<file path="config.mk">
export PLATFORM = sky130hd
export DESIGN_NAME = trap_unit_flat
export DESIGN_NICKNAME = d
export VERILOG_FILES = /design/src/rtl/trap_unit_if.sv /design/src/rtl/trap_unit.sv /design/src/flat_wrapper.sv
export SDC_FILE = /design/constraint.sdc
export NUM_CORES = 1
export LEC_CHECK = 0
export CAP_MARGIN = 20
export CORE_MARGIN = 4
export CORE_UTILIZATION = 32
export CTS_BUF_LIST = sky130_fd_sc_hd__clkbuf_8
export DETAILED_ROUTE_END_ITERATION = 10
export HOLD_SLACK_MARGIN = 0.1
export PLACE_DENSITY = 0.79
export SLEW_MARGIN = 10
export SYNTH_ARGS = -nofsm -noshare
export SYNTH_HDL_FRONTEND = slang
export SYNTH_SLANG_ARGS = --single-unit
</file>
<file path="constraint.sdc">
create_clock -name clk -period 3.3 [get_ports clk]
set_input_delay 0.495 -clock clk [delete_from_list [all_inputs] [get_ports clk]]
set_output_delay 0.495 -clock clk [all_outputs]
set_load 0.02 [all_outputs]
</file>
<file path="src/rtl/trap_unit_if.sv">
// trap_unit_if
//   Bundle between the core/controller/CSR side and the machine-mode trap
//   sequencer (trap_unit).
//   master : core side. It drives the interrupt levels, exception reports,
//            PCs, boundary/mret strobes and the live mstatus/mie.
//   slave  : trap_unit. It drives trap_req, the trap strobe, the registered
//            CSR capture values and in_handler.
interface trap_unit_if;
  logic        meip;
  logic        msip;
  logic        mtip;
  logic        exc_valid;
  logic        exc_fetch_mis;
  logic        exc_illegal;
  logic        exc_ebreak;
  logic        exc_ecall;
  logic [31:0] exc_tval;
  logic [31:0] pc;
  logic [31:0] pc_next;
  logic        instr_done;
  logic        mret_in;
  logic [31:0] mstatus_cur;
  logic [31:0] mie_cur;
  logic        trap_req;
  logic        trap;
  logic [31:0] mepc;
  logic [31:0] mstatus_in;
  logic [31:0] mip_in;
  logic [31:0] mcause_in;
  logic [31:0] mtval;
  logic        in_handler;

  modport master (
    output meip, msip, mtip,
    output exc_valid, exc_fetch_mis, exc_illegal, exc_ebreak, exc_ecall,
    output exc_tval, pc, pc_next, instr_done, mret_in,
    output mstatus_cur, mie_cur,
    input  trap_req, trap, mepc, mstatus_in, mip_in, mcause_in, mtval,
    input  in_handler
  );

  modport slave (
    input  meip, msip, mtip,
    input  exc_valid, exc_fetch_mis, exc_illegal, exc_ebreak, exc_ecall,
    input  exc_tval, pc, pc_next, instr_done, mret_in,
    input  mstatus_cur, mie_cur,
    output trap_req, trap, mepc, mstatus_in, mip_in, mcause_in, mtval,
    output in_handler
  );
endinterface

</file>
<file path="src/rtl/trap_unit.sv">
// trap_unit
//   Machine-mode trap sequencer sitting upstream of the CSR file. It
//   prioritises synchronous exceptions over interrupts and waits for an
//   instruction boundary before taking an interrupt. It then emits a
//   one-cycle trap strobe with the registered values for
//   mepc/mstatus/mip/mcause/mtval, and tracks the handler until mret.
//
// Ports
//   clk, rst : clock and asynchronous active-high reset.
//   bus      : trap_unit_if.slave. Its inputs are the interrupt levels,
//              exception kind/tval, pc/pc_next, instr_done, mret_in and
//              mstatus_cur/mie_cur. Its outputs are trap_req, trap, mepc,
//              mstatus_in, mip_in, mcause_in, mtval and in_handler.
//
// Build option
//   TRAP_IRQ_SYNC_EN : when defined, meip/msip/mtip each pass through a
//                      2-flop synchronizer. This adds 2 cycles of interrupt
//                      latency. When undefined, the inputs must already be
//                      synchronous to clk.
//
// state  | meaning
// IDLE   | no trap in progress, watching for exceptions/interrupts
// PEND   | interrupt takeable, trap_req high, waiting for a boundary
// TRAP   | one-cycle trap strobe to the CSR file
// ACTIVE | handler running until mret; interrupts ignored
module trap_unit (
  input  logic         clk,
  input  logic         rst,
  trap_unit_if.slave   bus
);

  typedef enum logic [1:0] {
    S_IDLE,
    S_PEND,
    S_TRAP,
    S_ACTIVE
  } state_t;

  state_t      state;
  logic [2:0]  pend;        // {mei, mti, msi}
  logic [2:0]  irq_en;
  logic        irq_take;
  logic [3:0]  irq_code;
  logic [3:0]  exc_code;
  logic [31:0] exc_tval_sel;
  logic [31:0] cap_epc;
  logic [31:0] cap_cause;
  logic [31:0] cap_tval;
  logic [31:0] cap_status;
  logic [31:0] cap_mip;

`ifdef TRAP_IRQ_SYNC_EN
  logic [2:0] irq_meta;
  logic [2:0] irq_sync;

  always_ff @(posedge clk or posedge rst) begin
    if (rst) begin
      irq_meta <= 3'b000;
      irq_sync <= 3'b000;
    end else begin
      irq_meta <= {bus.meip, bus.mtip, bus.msip};
      irq_sync <= irq_meta;
    end
  end

  assign pend = irq_sync;
`else
  assign pend = {bus.meip, bus.mtip, bus.msip};
`endif

  // A line is takeable only when it is pending, its mie bit is set and
  // global MIE is set.
  assign irq_en   = pend & {bus.mie_cur[11], bus.mie_cur[7], bus.mie_cur[3]}
                  & {3{bus.mstatus_cur[3]}};
  assign irq_take = |irq_en;

  // MEI > MSI > MTI
  always_comb begin
    irq_code = 4'd7;
    if (irq_en[2])      irq_code = 4'd11;
    else if (irq_en[0]) irq_code = 4'd3;
  end

  // fetch-misaligned > illegal > ebreak > ecall
  always_comb begin
    exc_code     = 4'd11;
    exc_tval_sel = 32'd0;
    if (bus.exc_fetch_mis) begin
      exc_code     = 4'd0;
      exc_tval_sel = bus.exc_tval;
    end else if (bus.exc_illegal) begin
      exc_code     = 4'd2;
      exc_tval_sel = bus.exc_tval;
    end else if (bus.exc_ebreak) begin
      exc_code     = 4'd3;
    end
  end

  // Every capture path either has an exception (which always wins) or is an
  // interrupt taken at a boundary, so a single mux on exc_valid covers all.
  always_comb begin
    cap_status        = bus.mstatus_cur;
    cap_status[7]     = bus.mstatus_cur[3];
    cap_status[3]     = 1'b0;
    cap_status[12:11] = 2'b11;
    cap_mip           = {20'd0, pend[2], 3'd0, pend[1], 3'd0, pend[0], 3'd0};
    if (bus.exc_valid) begin
      cap_epc   = bus.pc;
      cap_cause = {28'd0, exc_code};
      cap_tval  = exc_tval_sel;
    end else begin
      cap_epc   = bus.pc_next;
      cap_cause = {1'b1, 27'd0, irq_code};
      cap_tval  = 32'd0;
    end
  end

  logic unused_bits;
  assign unused_bits = ^{bus.mie_cur[31:12], bus.mie_cur[10:8],
                         bus.mie_cur[6:4], bus.mie_cur[2:0]};

  always_ff @(posedge clk or posedge rst) begin
    if (rst) begin
      state          <= S_IDLE;
      bus.trap       <= 1'b0;
      bus.trap_req   <= 1'b0;
      bus.in_handler <= 1'b0;
      bus.mepc       <= 32'd0;
      bus.mstatus_in <= 32'd0;
      bus.mip_in     <= 32'd0;
      bus.mcause_in  <= 32'd0;
      bus.mtval      <= 32'd0;
    end else begin
      bus.trap <= 1'b0;
      case (state)
        S_IDLE: begin
          if (bus.exc_valid) begin
            state      <= S_TRAP;
            bus.trap   <= 1'b1;
            bus.mepc       <= cap_epc;
            bus.mstatus_in <= cap_status;
            bus.mip_in     <= cap_mip;
            bus.mcause_in  <= cap_cause;
            bus.mtval      <= cap_tval;
          end else if (irq_take) begin
            state        <= S_PEND;
            bus.trap_req <= 1'b1;
          end
        end
        S_PEND: begin
          if (bus.exc_valid || (bus.instr_done && irq_take)) begin
            state        <= S_TRAP;
            bus.trap     <= 1'b1;
            bus.trap_req <= 1'b0;
            bus.mepc       <= cap_epc;
            bus.mstatus_in <= cap_status;
            bus.mip_in     <= cap_mip;
            bus.mcause_in  <= cap_cause;
            bus.mtval      <= cap_tval;
          end else if (!irq_take) begin
            state        <= S_IDLE;
            bus.trap_req <= 1'b0;
          end
        end
        S_TRAP: begin
          state          <= S_ACTIVE;
          bus.in_handler <= 1'b1;
        end
        S_ACTIVE: begin
          if (bus.mret_in) begin
            state          <= S_IDLE;
            bus.in_handler <= 1'b0;
          end else if (bus.exc_valid) begin
            // nested exception: mepc and friends are overwritten
            state      <= S_TRAP;
            bus.trap   <= 1'b1;
            bus.mepc       <= cap_epc;
            bus.mstatus_in <= cap_status;
            bus.mip_in     <= cap_mip;
            bus.mcause_in  <= cap_cause;
            bus.mtval      <= cap_tval;
          end
        end
        default: state <= S_IDLE;
      endcase
    end
  end

endmodule

</file>
<file path="src/flat_wrapper.sv">
// flat-port wrapper written by rule: the top's interface ports become plain ports
module trap_unit_flat 
  (clk, rst, bus_meip, bus_msip, bus_mtip, bus_exc_valid, bus_exc_fetch_mis, bus_exc_illegal, bus_exc_ebreak, bus_exc_ecall, bus_exc_tval, bus_pc, bus_pc_next, bus_instr_done, bus_mret_in, bus_mstatus_cur, bus_mie_cur, bus_trap_req, bus_trap, bus_mepc, bus_mstatus_in, bus_mip_in, bus_mcause_in, bus_mtval, bus_in_handler);
  trap_unit_if bus_i ();
  input  logic clk;
  input  logic rst;
  input wire logic [$bits(bus_i.meip)-1:0] bus_meip;
  input wire logic [$bits(bus_i.msip)-1:0] bus_msip;
  input wire logic [$bits(bus_i.mtip)-1:0] bus_mtip;
  input wire logic [$bits(bus_i.exc_valid)-1:0] bus_exc_valid;
  input wire logic [$bits(bus_i.exc_fetch_mis)-1:0] bus_exc_fetch_mis;
  input wire logic [$bits(bus_i.exc_illegal)-1:0] bus_exc_illegal;
  input wire logic [$bits(bus_i.exc_ebreak)-1:0] bus_exc_ebreak;
  input wire logic [$bits(bus_i.exc_ecall)-1:0] bus_exc_ecall;
  input wire logic [$bits(bus_i.exc_tval)-1:0] bus_exc_tval;
  input wire logic [$bits(bus_i.pc)-1:0] bus_pc;
  input wire logic [$bits(bus_i.pc_next)-1:0] bus_pc_next;
  input wire logic [$bits(bus_i.instr_done)-1:0] bus_instr_done;
  input wire logic [$bits(bus_i.mret_in)-1:0] bus_mret_in;
  input wire logic [$bits(bus_i.mstatus_cur)-1:0] bus_mstatus_cur;
  input wire logic [$bits(bus_i.mie_cur)-1:0] bus_mie_cur;
  output wire logic [$bits(bus_i.trap_req)-1:0] bus_trap_req;
  output wire logic [$bits(bus_i.trap)-1:0] bus_trap;
  output wire logic [$bits(bus_i.mepc)-1:0] bus_mepc;
  output wire logic [$bits(bus_i.mstatus_in)-1:0] bus_mstatus_in;
  output wire logic [$bits(bus_i.mip_in)-1:0] bus_mip_in;
  output wire logic [$bits(bus_i.mcause_in)-1:0] bus_mcause_in;
  output wire logic [$bits(bus_i.mtval)-1:0] bus_mtval;
  output wire logic [$bits(bus_i.in_handler)-1:0] bus_in_handler;
  assign bus_i.meip = bus_meip;
  assign bus_i.msip = bus_msip;
  assign bus_i.mtip = bus_mtip;
  assign bus_i.exc_valid = bus_exc_valid;
  assign bus_i.exc_fetch_mis = bus_exc_fetch_mis;
  assign bus_i.exc_illegal = bus_exc_illegal;
  assign bus_i.exc_ebreak = bus_exc_ebreak;
  assign bus_i.exc_ecall = bus_exc_ecall;
  assign bus_i.exc_tval = bus_exc_tval;
  assign bus_i.pc = bus_pc;
  assign bus_i.pc_next = bus_pc_next;
  assign bus_i.instr_done = bus_instr_done;
  assign bus_i.mret_in = bus_mret_in;
  assign bus_i.mstatus_cur = bus_mstatus_cur;
  assign bus_i.mie_cur = bus_mie_cur;
  assign bus_trap_req = bus_i.trap_req;
  assign bus_trap = bus_i.trap;
  assign bus_mepc = bus_i.mepc;
  assign bus_mstatus_in = bus_i.mstatus_in;
  assign bus_mip_in = bus_i.mip_in;
  assign bus_mcause_in = bus_i.mcause_in;
  assign bus_mtval = bus_i.mtval;
  assign bus_in_handler = bus_i.in_handler;
  trap_unit u_core (.clk(clk), .rst(rst), .bus(bus_i));
endmodule
</file>
Word level (Yosys, flattened, before mapping)

Index checks and enable logic that the tools add are counted.

Eq/ne operators: 11
Mux-type cells: 48
Bitwise gates (word level): 2
Reductions and logical operators: 11

Operators with widths:

| cell                                                  | count |
|---|---|
| two-way mux 32 bit                                    | 20 |
| case mux 32 bit (3 select lines)                      | 5 |
| two-way mux 4 bit                                     | 4 |
| two-way mux 2 bit                                     | 6 |
| two-way mux 1 bit                                     | 8 |
| case mux 2 bit (4 select lines)                       | 1 |
| bitwise AND 3 bit                                     | 2 |
| inequality test 2 bit, second input constant          | 3 |
| inequality test 3 bit, second input constant          | 2 |
| AND reduction 3 bit                                   | 2 |
| == test 2 bit, second input constant                  | 2 |
| inequality test 2 x 1 -> 1 bit, second input constant | 2 |
| case mux 1 bit (2 select lines)                       | 2 |
| AND reduction 4 bit                                   | 1 |
| nonzero test 2 bit                                    | 2 |
| two-way mux 3 bit                                     | 1 |
| inequality test 3 x 2 -> 1 bit, second input constant | 1 |
| case mux 1 bit (3 select lines)                       | 1 |
| nonzero test 3 bit                                    | 1 |
| OR reduction 3 bit                                    | 1 |
| == test 2 x 1 -> 1 bit, second input constant         | 1 |
| logical NOT 2 bit                                     | 1 |
| AND reduction 2 bit                                   | 1 |
| logical AND 1 bit                                     | 1 |
| logical OR 1 bit                                      | 1 |

Flip-flop bits (word level): 165
Logic and storage cells: 81

Logic depth before layout (Yosys ltp)

Depth in word-level cells: 8
Gate-level depth with buffers: 7
Mapped depth without buffers: 5

Worst setup path before layout

OpenSTA, ideal clock, no wires.

Kind: in2reg
Start point: in bus_meip
End point: reg u_core.bus.mstatus_in[10]
Setup time: 0.125 ns
Arrival: 1.870 ns
Slack: 1.305 ns
Cell stages on the path: 6
Buffers on the path: 1
Cell sequence: a222oi_1 nor2_1 o22ai_4 inv_2 buf_6 mux2_4

Longest elaborated chain between the ends: 7

Ends and longest elaborated chain:

| element                                         | RTL line           | RTL |
|---|---|---|
| start: declaration                              | flat_wrapper.sv:7  | `input wire logic [$bits(bus_i.meip)-1:0] bus_meip;` |
| bitwise AND 3 bit                               | trap_unit.sv:73    | `assign irq_en = pend & {bus.mie_cur[11], bus.mie_cur[7], bus.mie_cur[3]}` |
| bitwise AND 3 bit                               | trap_unit.sv:74    | `& {3{bus.mstatus_cur[3]}};` |
| OR reduction 3 bit                              | trap_unit.sv:75    | `assign irq_take = \|irq_en;` |
| logical AND 1 bit                               | trap_unit.sv:151   | `if (bus.exc_valid \|\| (bus.instr_done && irq_take)) begin` |
| logical OR 1 bit                                | trap_unit.sv:151   |  |
| inequality test 2 x 1 -> 1 bit (no source line) | --                 |  |
| AND reduction 3 bit (no source line)            | --                 |  |
| end signal: assignment                          | trap_unit.sv:141   | `bus.mstatus_in <= cap_status;` |
| end signal: assignment                          | trap_unit.sv:156   | `bus.mstatus_in <= cap_status;` |
| end signal: assignment                          | trap_unit.sv:178   | `bus.mstatus_in <= cap_status;` |
| end: declaration                                | trap_unit_if.sv:47 | `output trap_req, trap, mepc, mstatus_in, mip_in, mcause_in, mtval,` |

No other way between the ends.
A chain may end at the register's enable or synchronous reset.

Final worst setup path

Start point: in bus_meip
End point: reg u_core.bus.mstatus_in[6]

Same word-level chain as after synthesis.

==> reports/qor.yml <==
final_layout:
  multiInputGateArea_sq_um: 1550
  drive_above_1_share_pct: 9.52
  fin_nets: 797
  area_growth_pct: 56.4
  seqCellArea_sq_um: 2680
  layout_commonest_cell: "clkdlybuf4s50_1"
  final_cells: 814
  layout_common_cells: "clkdlybuf4s50_1 (244), dfrtp_1 (107), conb_1 (57)"
  n_fill_cell: 1253
  antenna_cells: 0
route:
  dr.pass1.iters: 4
  drtIter0Drc: 114
  drtAntennaViolNets: 0
  avgViaCountPerCell: 4.43
  wl_per_cell_um: 16.1
  vias: 3608
  drt_wl_total_mm: 13.1
  drc: 0
power_and_ir_drop:
  vdd_drop_max_v: 0.000470
  sw_frac_of_total_pct: 37.0
  power_density_nw_per_um2: 933
  intPower_mw: 4.32
  seqPwrFrac_pct: 33.8
  pwr-share-comb_pct: 51.6
  pwr-share-clk_pct: 14.6
  power_switching_mw: 2.54
  leakage_nw: 3.29
flow_run:
  drv_cap: 0
worst_setup_path:
  crit_start: "bus_meip"
  slowest_stage: "a222oi_1"
  cp_slowest_stage_delay_ns: 0.61
  r2r_slack_ns: 0.96
  critPathKind: "input pin to register"
  path_buf_inv: 2
  cpLargestDelayFamily: "compound AO/OA/AOI/OAI gates"
  end_kind: "register"
  timing.rr.start: "u_core.state[0]"
  crit_chain: "clkdlybuf4s50_1, a222oi_1, nor2_1, o22ai_4, inv_2, mux2_4"
  crit_path_start_kind: "input pin"
  worstPathRequired_ns: 3.55
  r2r_cells: 5
  r2r_end: "u_core.bus.mcause_in[2]"
  worstPathArrival_ns: 2.86
  worstPathMaxFanout: 33
placed_design:
  port_buffers: 244
  place.gp.congestion: 0.751
  dp_hpwl_mm: 10.1
  place_inst: 798
sta:
  skew_ns: 0.0172
  setup-violations-final: 0
  period_minus_slack_ns: 2.60
  max_freq_ghz: 0.384
  finalHoldViolCount: 0
  slew_headroom_pct: 36.7
  tightestPinTransition_ns: 0.949
  fin_hold_ws_ns: 0.491
  rsz0062_at_grt: "false"
  setup_tns_ns: 0
  period_share_pct: 78.9
  drv_slew: 0
clocking:
  cts_root_buf: "clkbuf_8"
  clockBufferDepth: 2
  ctsHoldBuffers: 0
  cts_made_buffers: 9
  cts_tree: "yes"
  cts-resized-gates: 0
  cts.sinks: 107
  clk_pin_slew_ns: 0.09
  h-tree-depth: 3
  clkLatencyLatePin_ns: 0.38
  postCtsSetupBuffers: 0
hold_path:
  hold_path.startpoint: "u_core.bus.in_handler"
  holdPathEnd: "u_core.bus.in_handler"
  hold_class: "register to register"
  hold_depth: 2
floorplan:
  initial_core_util_pct: 32.5
  num_rows: 44
  die_h_um: 129
  core_sq_um: 14500
  io_pins: 335
  dieArea_sq_um: 16700
  die_x_um: 129
global_routing:
  grt_first_pass_wirelength_mm: 19.5
  grt_pass1_vias: 3828
  overflow: 0
  grt_max_degree: 85
  grt.total_usage_pct: 15.0
  antenna_found_initial: 0
yosys:
  mappedNetlistArea_sq_um: 4710
  ys_ff_latch: 107
  netlist_instances: 389
  syn_avg_cell_area_sq_um: 12.1
  synth_cell_types: 30
  yosysWarnings: 0
  yosysTopAreaCellShare_pct: 56.9
  yosysTopAreaCell: "dfrtp_1"
  ys_seq_area_share_pct: 56.9
  synth_top_cells_by_area: "dfrtp_1 (57%), buf_4 (9.3%), mux2_4 (8.6%), a22o_1 (6.3%), o22ai_1 (4.4%)"
outcome:
  status: "finished clean"
[cell families after synthesis]
| family | Yosys count | share of synthesized area, % |
|---|---|---|
| buf+inv | 119 | 14.9 |
| compound gates | 116 | 16.8 |
| flops | 107 | 56.9 |
| mux | 33 | 10.0 |
| simple gates | 13 | 1.36 |
| other cells | 1 | 0.0797 |
[registers in the layout, indices dropped and copies added (netlist names)]
| name | flops |
|---|---|
| u_core.bus.mip_in | 3 |
| u_core.bus.trap | 1 |
| u_core.bus.mstatus_in | 30 |
| u_core.bus.mcause_in | 5 |
| u_core.bus.mtval | 32 |
| u_core.state | 2 |
| u_core.bus.mepc | 32 |
| u_core.bus.trap_req | 1 |
| u_core.bus.in_handler | 1 |
[cell type report]
type / count / area share [%]
Timing Repair Buffer: 249 / 34.0
Inverter: 39 / 2.04
Clock buffer: 10 / 1.87
Clock inverter: 6 / 1.61
Sequential cell: 107 / 36.4
Multi-Input combinational cell: 219 / 21.0
Tap cell: 184 / 3.13
[per-stage QoR]
stage               total power [mW]  setup WS, ns  util (%)  area (sq um)
detailed placement              5.93         0.266      49.1          7100
CTS                             6.96         0.681      50.8          7360
global placement                5.83         0.335      49.0          7090
finish                          6.86         0.697      50.8          7360
floorplan                       4.24          1.31         -          4920
global route                    7.25         0.518      50.8          7360
[power by group through the flow]
stage	Clock (mW)	Sequential (mW)	Combinational (mW)
4_1_cts	1.03	2.33	3.59
2_1_floorplan	0	3.07	1.17
3_3_place_gp	0	2.32	3.52
3_5_place_dp	0	2.34	3.59
5_1_grt	1.08	2.41	3.76
6_report	1.00	2.32	3.54
[worst max-delay path by stage]
stage,to,cells past startpoint
after CTS,u_core.bus.mstatus_in[22],6
after global placement,u_core.bus.mstatus_in[28],6
final,u_core.bus.mstatus_in[6],6
after global routing,u_core.bus.mstatus_in[6],6
after detailed placement,u_core.bus.mstatus_in[22],6
after floorplan,u_core.bus.mstatus_in[10],6
[synth_stat cells]
library cell / instances
a21o_1: 1
a21oi_1: 36
a221oi_1: 1
a222oi_1: 1
a22o_1: 34
a2bb2oi_1: 1
a31oi_1: 1
buf_2: 10
buf_4: 58
buf_6: 3
clkbuf_1: 9
conb_1: 1
dfrtp_1: 107
inv_1: 38
inv_2: 1
mux2_2: 6
mux2_4: 27
nand2_1: 3
nand2b_1: 1
nor2_1: 5
nor2b_1: 1
nor3_1: 1
o21a_1: 2
o21ai_0: 3
o21ai_1: 1
o22ai_1: 33
o22ai_4: 1
o31a_1: 1
or3_1: 1
or4b_2: 1
[metal layers]
metal / share of wire (%) / up-vias / GRT usage, %
met5: 0 / - / 0
met1: 40 / 1720 / 18.2
met3: 6.7 / 18 / 2.89
met2: 51 / 162 / 25.9
li1: - / 1708 / -
met4: 2.1 / 0 / 6.73
[worst register-to-register path: cells and delay by family (launching register included)]
family	cells	cell delay, ns
and+or+nand+nor	1	0.24
muxes	1	0.42
buffers and inverters	1	0.71
AOI/OAI and AO/OA	2	0.40
DFF	1	0.46
Note: power is estimated with default switching activity, not from simulation.
==> patch, RTL diff (same flow settings) <==
The option `TRAP_IRQ_SYNC_EN` is turned on by a define.
--- a/src/rtl/trap_unit.sv
+++ b/src/rtl/trap_unit.sv
@@ -25,2 +25,4 @@
 // ACTIVE | handler running until mret; interrupts ignored
+`define TRAP_IRQ_SYNC_EN
+
 module trap_unit (
Formal check against the unedited RTL: not equivalent (a bounded check fails within 4 cycles, from zero or initial values and one cycle with rst high).
==> patch against the original RTL <==
- worst hold slack worse by 150 ps
- design area is 6.9% higher
- via count is 3.0% higher
- count of clock-buffer cells in the layout is 11 higher
- sequential cell count is 6 higher
- power is 4.7% higher
- routed wire length is 1.2% higher
- first-iteration DRC count is 3.5% higher
- synthesized cell count is 6.2% lower
- global-route usage is 0.26 points lower
- worst setup slack better by 140 ps
- sequential power is 3% higher
- synthesized area is 6.2% higher
- critical endpoint is now u_core.bus.mstatus_in[1]$_DFFE_PP0P_
- largest power group unchanged
==> patch: results (changes against the original RTL) <==
[sta]
worst_pin_slew_ps = 864  ; -85.0 ps
fin_skew_ps = 6.78  ; -10.4 ps

[cts]
path_clk_slew_ps = 70  ; -20 ps
worstSkewPairLatency_ps = 420  ; +40 ps
clock_sinks = 113  ; +5.6%
cts-buffers-inserted = 17  ; +8

[finish]
layout-drive-gt1-share = 0.208  ; +0.113
multi_input_comb_cells = 224  ; +2.3%
signal_buffers = 250  ; +0.40%
multi_input_area_share = 0.232  ; +0.0222
inverters = 7  ; -82%
nNetsFinal = 785  ; -1.5%
fillCellCount = 1293  ; +3.2%
seq_share = 0.359  ; -0.00440
final-nonclk-buf-share = 0.320  ; -0.0194
clk_share = 0.0507  ; +0.0159

[grt]
grtUsageTotal = 0.147  ; -0.00263
antenna_found_initial = 1  ; +1
grt_start_max_net_pins = 114  ; +34%
grt_pass1_wl_um = 20700  ; +5.7%

[yosys]
synth.distinct_cells = 31  ; +3.3%
yosysSeqAreaShare = 0.565  ; -0.00342
synth_compound_area_frac = 0.0831  ; -0.0847
synth.area.top_cells = dfrtp_1 57%, mux2_2 20%, buf_4 9.8%
ys_top_cells_by_count = 113 x dfrtp_1, 91 x mux2_2, 65 x buf_4
synthMuxAreaShare = 0.220  ; +0.120

[outcome]
outcome = finished clean

[placed_design]
place.gp.congestion = 0.733  ; -2.4%
hpwlAfterDp_um = 9910  ; -2.0%

[routing]
routedWlPerCell_um = 15.9  ; -1.5%
drt_iter0_markers = 118  ; +3.5%
vias = 3717  ; +3.0%

[pwr]
power.internal_uw = 4610  ; +6.6%
seqPwrFrac = 0.334  ; -0.004
pg_clk_uw = 1300  ; +30%
powerDensity_mw_per_mm2 = 913  ; -2.1%

[worst_setup_path]
worstPathMaxFanout = 55  ; +67%
cpPeakStageDelay_ps = 640  ; +30 ps
critical-path-top-delay-family = buffers and inverters
arrival_ps = 2770  ; -90 ps

==> patch: cell families (layout without fill, tap and decap cells) <==
| group | count (synthesis) | count (layout) |
|---|---|---|
| other | 1 | 57 |
| AND/OR/NAND/NOR | 18 | 18 |
| multiplexers | 98 | 98 |
| buffers and inverters | 84 | 288 |
| AO/OA/AOI/OAI | 51 | 51 |
| flip-flops | 113 | 113 |
==> patch: metal layers <==
metal  wire, um  up-vias  GRT usage
met5         13        -          0
met2       7210      187      0.280
met3       1370       12     0.0722
met1       4540     1832      0.139
met4        144        2     0.0416
li1           -     1684          -
==> patch: final timing paths <==
kind,from,endpoint,depth (start not counted)
max,bus_mie_cur[11],u_core.bus.mstatus_in[1]$_DFFE_PP0P_,7
max reg2reg,u_core.irq_sync[2]$_DFF_PP0_,u_core.bus.mstatus_in[1]$_DFFE_PP0P_,6
max in group asynchronous,rst,u_core.bus.mepc[16]$_DFFE_PP0P_,3
min reg2reg,u_core.irq_meta[1]$_DFF_PP0_,u_core.irq_sync[1]$_DFF_PP0_,0
min,u_core.irq_meta[1]$_DFF_PP0_,u_core.irq_sync[1]$_DFF_PP0_,0
min in group asynchronous,rst,u_core.bus.trap_req$_DFFE_PP0P_,3
==> patch: worst register-to-register path: stages, from the launching register on <==
cell	delay [ps]
dfrtp_1	410
a222oi_1	650
nor3_1	120
buf_4	180
a21oi_4	180
buf_12	290
mux2_2	410
==> patch: per-stage QoR <==
step                      cells  instance area (um^2)  setup slack, ps  hold slack [ps]
final                       836                  7870              838              341
after global placement      805                  7470              500              334
after global routing        836                  7870              707              365
after detailed placement    805                  7470              390              336
after CTS                   836                  7870              862              348
after floorplan             421                  5220             1200              331
